<file path="src/rtl/instr_encoder_loader.sv">
// instr_encoder_loader
//   Encodes symbolic MIPS instruction fields, received over a valid/ready stream,
//   into 32-bit machine words. It writes the words one after another into
//   instruction memory, starting at BASE. Boot or bench logic uses it to fill
//   program memory before the CPU runs.
//   Supported subset: ADD SUB SLT JR ADDI SLTI LW SW J JAL BEQ BNE.
//
// Handshake: a beat transfers on a rising edge where in_valid && in_ready.
//   in_ready depends only on the FSM state, so it never depends on in_valid.
//   The producer may hold in_valid high while it waits.
//
// Optional feature (macro INSTR_LOADER_VERIFY_EN):
//   - Adds the ports mem_re, mem_rdata and mismatch.
//   - Each written word is read back (READ) and compared (CHECK) before the
//     address advances.
//
// Ports
//   clk, rst                    clock, async active-high reset
//   start                       open a session (honoured only in IDLE)
//   in_valid / in_ready         beat handshake
//   in_kind, in_rs, in_rt, in_rd, in_imm, in_target, in_last
//                               beat payload
//   mem_addr, mem_wdata, mem_we memory write port (byte address)
//   busy, done                  status; done is a one-cycle pulse
//   count                       words written this session
//   err                         sticky [0] illegal kind, [1] overflow
//   dbgState                    current FSM state, for checkers
//   mem_re, mem_rdata, mismatch readback port (VERIFY_EN only)
module instr_encoder_loader #(
    parameter int          ADDR_W = 32,
    parameter int unsigned BASE   = 0,
    parameter int          DEPTH  = 256
) (
    input  logic              clk,
    input  logic              rst,
    input  logic              start,
    input  logic              in_valid,
    output logic              in_ready,
    input  logic [3:0]        in_kind,
    input  logic [4:0]        in_rs,
    input  logic [4:0]        in_rt,
    input  logic [4:0]        in_rd,
    input  logic [15:0]       in_imm,
    input  logic [25:0]       in_target,
    input  logic              in_last,
    output logic [ADDR_W-1:0] mem_addr,
    output logic [31:0]       mem_wdata,
    output logic              mem_we,
`ifdef INSTR_LOADER_VERIFY_EN
    output logic              mem_re,
    input  logic [31:0]       mem_rdata,
    output logic              mismatch,
`endif
    output logic              busy,
    output logic              done,
    output logic [ADDR_W-1:0] count,
    output logic [1:0]        err,
    output logic [2:0]        dbgState
);

    typedef enum logic [2:0] {
        IDLE  = 3'd0,
        LOAD  = 3'd1,
        WRITE = 3'd2,
        READ  = 3'd3,
        CHECK = 3'd4,
        DONE  = 3'd5
    } loaderState;

    localparam logic [ADDR_W-1:0] baseAddr  = ADDR_W'(BASE);
    localparam logic [ADDR_W-1:0] depthW    = ADDR_W'(DEPTH);
    localparam logic [ADDR_W-1:0] wordBytes = ADDR_W'(4);

    localparam logic [5:0] FUNC_ADD = 6'd32;
    localparam logic [5:0] FUNC_SUB = 6'd34;
    localparam logic [5:0] FUNC_SLT = 6'd42;
    localparam logic [5:0] FUNC_JR  = 6'd8;
    localparam logic [5:0] OP_ADDI  = 6'd8;
    localparam logic [5:0] OP_SLTI  = 6'd10;
    localparam logic [5:0] OP_LW    = 6'd35;
    localparam logic [5:0] OP_SW    = 6'd43;
    localparam logic [5:0] OP_BEQ   = 6'd4;
    localparam logic [5:0] OP_BNE   = 6'd5;
    localparam logic [5:0] OP_J     = 6'd2;
    localparam logic [5:0] OP_JAL   = 6'd3;

    loaderState        state;
    loaderState        stateNext;
    logic [ADDR_W-1:0] addrReg;
    logic [ADDR_W-1:0] countReg;
    logic [1:0]        errReg;
    logic [31:0]       wordReg;
    logic              lastReg;
    logic              writeReg;  // beat being processed produces a memory write
    logic [31:0]       encWord;
    logic              encLegal;
    logic              full;
`ifdef INSTR_LOADER_VERIFY_EN
    logic              mismatchReg;
`endif

    // Field encoder, working on the raw input beat.
    always_comb begin
        encWord  = '0;
        encLegal = 1'b1;
        case (in_kind)
            4'd0:  encWord = {6'd0, in_rs, in_rt, in_rd, 5'd0, FUNC_ADD};
            4'd1:  encWord = {6'd0, in_rs, in_rt, in_rd, 5'd0, FUNC_SUB};
            4'd2:  encWord = {6'd0, in_rs, in_rt, in_rd, 5'd0, FUNC_SLT};
            4'd3:  encWord = {6'd0, in_rs, 5'd0, 5'd0, 5'd0, FUNC_JR};
            4'd4:  encWord = {OP_ADDI, in_rs, in_rt, in_imm};
            4'd5:  encWord = {OP_SLTI, in_rs, in_rt, in_imm};
            4'd6:  encWord = {OP_LW, in_rs, in_rt, in_imm};
            4'd7:  encWord = {OP_SW, in_rs, in_rt, in_imm};
            4'd8:  encWord = {OP_J, in_target};
            4'd9:  encWord = {OP_JAL, in_target};
            4'd10: encWord = {OP_BEQ, in_rs, in_rt, in_imm};
            4'd11: encWord = {OP_BNE, in_rs, in_rt, in_imm};
            default: encLegal = 1'b0;
        endcase
    end

    assign full = (countReg == depthW);

    always_ff @(posedge clk or posedge rst) begin
        if (rst) begin
            state    <= IDLE;
            addrReg  <= baseAddr;
            countReg <= '0;
            errReg   <= '0;
            wordReg  <= '0;
            lastReg  <= 1'b0;
            writeReg <= 1'b0;
`ifdef INSTR_LOADER_VERIFY_EN
            mismatchReg <= 1'b0;
`endif
        end else begin
            state <= stateNext;
            case (state)
                IDLE: begin
                    if (start) begin
                        addrReg  <= baseAddr;
                        countReg <= '0;
                        errReg   <= '0;
`ifdef INSTR_LOADER_VERIFY_EN
                        mismatchReg <= 1'b0;
`endif
                    end
                end
                LOAD: begin
                    if (in_valid) begin
                        wordReg  <= encWord;
                        lastReg  <= in_last;
                        // Illegal and overflow beats are consumed but never written.
                        writeReg <= encLegal && !full;
                        if (!encLegal) errReg[0] <= 1'b1;
                        if (full)      errReg[1] <= 1'b1;
                    end
                end
`ifdef INSTR_LOADER_VERIFY_EN
                CHECK: begin
                    if (mem_rdata != wordReg) mismatchReg <= 1'b1;
                    addrReg  <= addrReg + wordBytes;
                    countReg <= countReg + 1'b1;
                end
`else
                WRITE: begin
                    if (writeReg) begin
                        addrReg  <= addrReg + wordBytes;
                        countReg <= countReg + 1'b1;
                    end
                end
`endif
                default: ;
            endcase
        end
    end

    always_comb begin
        stateNext = state;
        in_ready  = 1'b0;
        mem_we    = 1'b0;
        done      = 1'b0;
        busy      = (state != IDLE);
`ifdef INSTR_LOADER_VERIFY_EN
        mem_re    = 1'b0;
`endif
        case (state)
            IDLE: begin
                if (start) stateNext = LOAD;
            end
            LOAD: begin
                in_ready = 1'b1;
                if (in_valid) stateNext = WRITE;
            end
            WRITE: begin
                mem_we = writeReg;
`ifdef INSTR_LOADER_VERIFY_EN
                if (writeReg)     stateNext = READ;
                else if (lastReg) stateNext = DONE;
                else              stateNext = LOAD;
`else
                stateNext = lastReg ? DONE : LOAD;
`endif
            end
`ifdef INSTR_LOADER_VERIFY_EN
            READ: begin
                mem_re    = 1'b1;
                stateNext = CHECK;
            end
            CHECK: begin
                stateNext = lastReg ? DONE : LOAD;
            end
`endif
            DONE: begin
                done      = 1'b1;
                stateNext = IDLE;
            end
            default: stateNext = IDLE;
        endcase
    end

    assign mem_addr  = addrReg;
    assign mem_wdata = wordReg;
    assign count     = countReg;
    assign err       = errReg;
    assign dbgState  = state;
`ifdef INSTR_LOADER_VERIFY_EN
    assign mismatch  = mismatchReg;
`endif

endmodule

</file>
<file path="config.mk">
export PLATFORM = sky130hd
export DESIGN_NAME = instr_encoder_loader
export DESIGN_NICKNAME = d
export VERILOG_FILES = /design/src/rtl/instr_encoder_loader.sv
export SDC_FILE = /design/constraint.sdc
export NUM_CORES = 1
export LEC_CHECK = 0
export CORE_UTILIZATION = 50
export CTS_CLUSTER_DIAMETER = 150
export CTS_CLUSTER_SIZE = 24
export DETAILED_ROUTE_END_ITERATION = 16
export GPL_ROUTABILITY_DRIVEN = 0
export PLACE_DENSITY = 0.94
export SYNTH_ARGS = -nofsm -noshare
export SYNTH_HDL_FRONTEND = slang
export SYNTH_SLANG_ARGS = --single-unit
</file>
<file path="constraint.sdc">
create_clock -name clk -period 7.5 [get_ports clk]
set_clock_uncertainty 0.05 [all_clocks]
set_input_delay 1.5 -clock clk [delete_from_list [all_inputs] [get_ports clk]]
set_output_delay 1.5 -clock clk [all_outputs]
set_load 0.05 [all_outputs]
</file>
==> flow_summary_export.csv <==
group,metric,value,unit
detailed_routing,avgViaCountPerCell,5.90,
die,boundaryPins,171,
sta,finalCritPeriodShare,54.0,%
clock_network,clk_latency,0.37,ns
critical_path,critPathKind,"reg -> out",
detailed_routing,drcViolationCount,0,
yosys,syn_avg_cell_area,9.00,sq um
clock_network,ctsHoldBuffers,0,
die,fp.dieH,105,um
global_route,grt_remaining_overflow,0,
clock_network,cts_buffers,9,
outcome,outcome,"finished clean",
yosys,synth_top_area_cell,"dfrtp_1",
run,drv_cap,0,
placed_design,dp.final_hpwl,10.6,mm
clock_network,cts.sinks,100,
min_path,hp-class,"reg -> reg",
yosys,async_reset_ff_share,100,%
yosys,ys_dominant_reg_cell,"dfrtp_1",
yosys,synth_edf_count,0,
yosys,ys_seq_elements,100,
clock_network,tritoncts,"done",
detailed_routing,vias,5153,
global_route,grt_util_all_layers,27.0,%
final_layout,area_growth,37.0,%
detailed_routing,drt_wl_total,14.4,mm
yosys,seq_area_frac_synth,47.6,%
clock_network,clk_pin_slew_worst_paths,0.11,ns
critical_path,setup.worst_path.end_class,"primary output",
critical_path,start_kind,"flip-flop",
final_layout,drive_above_1_share,4.61,%
die,coreArea,0.0103,sq mm
sta,slew_headroom,19.3,%
clock_network,clockBufferDepth,2,
detailed_routing,antenna_left,0,
power_and_ir_drop,leakage,2.98,nW
yosys,synth_top_area_share,47.6,%
min_path,min_path_cells,2,
global_route,grt_antenna_before_repair,0,
sta,setup_viol,0,
global_route,grt_pass1_wl,23.6,mm
sta,tns,0,ns
detailed_routing,dr.pass1.iters,5,
die,die_w,105,um
placed_design,numPortBuffers,167,
clock_network,cts-resized-gates,0,
clock_network,clockRootBuffer,"clkbuf_8",
die,rows,37,
power_and_ir_drop,ir_worst_vdd,0.298,mV
yosys,syn-cell-area,0.00526,sq mm
detailed_routing,routedWlPerCell,16.5,um
critical_path,crit_required,5.95,ns
final_layout,layout.cells.non_filler,874,
global_route,grt_pass1_vias,4909,
global_route,grt_max_degree,63,
sta,worst_slack,3.45,ns
critical_path,cp.arrival,2.50,ns
sta,slew_viol_final,0,
yosys,synth.area.top_cells,"dfrtp_1, nor2_1, xor2_1, o21ai_0, nand2_1",
yosys,synth_cell_type_count,46,
sta,rsz0062_at_grt,"false",
detailed_routing,first_iter_violations,292,
die,die-area,0.0109,sq mm
sta,worst_pin_slew,1.21,ns
final_layout,antenna_cells,0,
critical_path,reg2regPathDepth,5,
placed_design,placed_cells,858,
final_layout,fin_nets,802,
power_and_ir_drop,pwr_density_cell,282,mW/mm^2
die,initial_core_util,51.1,%
critical_path,crit_fanout,8,
sta,hold_slack,0.434,ns
sta,finalCriticalPeriod,4.05,ns
sta,max_freq,247,MHz
clock_network,ctsHtreeMaxLevel,3,
placed_design,place_ws,3.23,ns
yosys,yosys_warnings,0,
yosys,synthCells,584,
clock_network,cts_setup_buffers,0,
sta,hold_viol,0,
==> through the flow <==
step,utilization (%),power [mW],instance area [sq um]
floorplan,-,1.34,5260
global placement,67.9,1.65,6980
detailed placement,67.9,1.67,6980
CTS,70.1,2.04,7200
global route,70.1,2.11,7200
finish,70.1,2.03,7200
==> registers in the layout, indices dropped and copies added (netlist names) <==
name and count:
lastReg 1, dbgState 3, writeReg 1, mem_addr 30, mem_wdata 31, err 2
count 32
==> final cells by class <==
class | instances | area [sq um]
fill | 754 | 3080
tap | 136 | 170
clock buffer | 9 | 124
inverter | 23 | 88.8
multi-input combinational | 430 | 2530
clock inverter | 7 | 93.8
timing repair buffer | 169 | 1690
sequential | 100 | 2500
==> final timing paths <==
| check | start | end | slack, ns |
|---|---|---|---|
| setup / recovery | dbgState[0] | mem_we | 3.45 |
| hold / removal | lastReg | lastReg | 0.43 |
| setup reg to reg | dbgState[1] | mem_wdata[23] | 4.51 |
| hold reg to reg | lastReg | lastReg | 0.43 |
| max in group asynchronous | rst | count[13] | 4.83 |
| min in group asynchronous | rst | mem_wdata[4] | 1.43 |
==> worst max-delay path, stage by stage (launching register included) <==
cell and delay (ns):
dfrtp_1 0.46, nor2_1 0.29, nand3_1 0.26, inv_1 0.27
clkdlybuf4s50_1 0.85
==> cell usage in the layout, fill, tap and decap left out, types with 3 or more instances in the layout <==
cell	instances
a21o_1	6
a21oi_1	11
a221oi_1	8
a22o_1	7
a22oi_1	6
a32oi_1	5
and3_1	6
clkbuf_8	9
clkdlybuf4s50_1	167
conb_1	3
dfrtp_1	100
ha_1	3
inv_1	21
mux2_2	8
mux2i_1	3
nand2_1	54
nand3_1	30
nand4_1	28
nor2_1	89
nor3_1	12
nor4_1	12
o21a_1	6
o21ai_0	41
o221ai_1	6
or3_1	12
or4_1	3
xnor2_1	15
xor2_1	34
==> power breakdown <==
part | leakage (nW) | switching, mW | internal (mW) | total [mW]
Sequential | 1.33 | 0.0857 | 0.642 | 0.727
Clock | 0.107 | 0.210 | 0.164 | 0.374
Combinational | 1.54 | 0.625 | 0.301 | 0.926
Total | 2.98 | 0.921 | 1.11 | 2.03
==> layer usage <==
metal | wire length [um] | vias up | part of all wire, % | track usage (%)
li1 | - | 2354 | - | -
met1 | 5400 | 2437 | 37 | 32.8
met2 | 7360 | 327 | 51 | 46.5
met3 | 1340 | 35 | 9.3 | 6.39
met4 | 321 | 0 | 2.2 | 10.2
met5 | 0 | - | 0 | 0
==> synth_stat cells (5+ instances only) <==
cell type,number
nor3_1,12
o21a_1,6
inv_1,22
o221ai_1,6
or3_1,12
nor4_1,12
a32oi_1,5
a22oi_1,6
nand4_1,28
buf_1,7
a21oi_1,11
a21o_1,6
o21ai_0,41
mux2_2,8
nand2_1,54
nor2_1,90
a22o_1,7
a221oi_1,8
and3_1,6
dfrtp_1,100
nand3_1,30
clkbuf_1,21
xor2_1,34
xnor2_1,15
==> cells by family after synthesis <==
| kind of cell | Yosys count | share of synthesized area (%) |
|---|---|---|
| compound gates | 100 | 12.4 |
| other cells | 1 | 0.0714 |
| mux | 12 | 2.55 |
| flops | 100 | 47.6 |
| fa+ha+maj | 3 | 0.714 |
| simple gates | 263 | 24.0 |
| buf+inv | 56 | 4.43 |
| xor+xnor | 49 | 8.17 |
No activity file was read; power rests on OpenSTA's default activity.
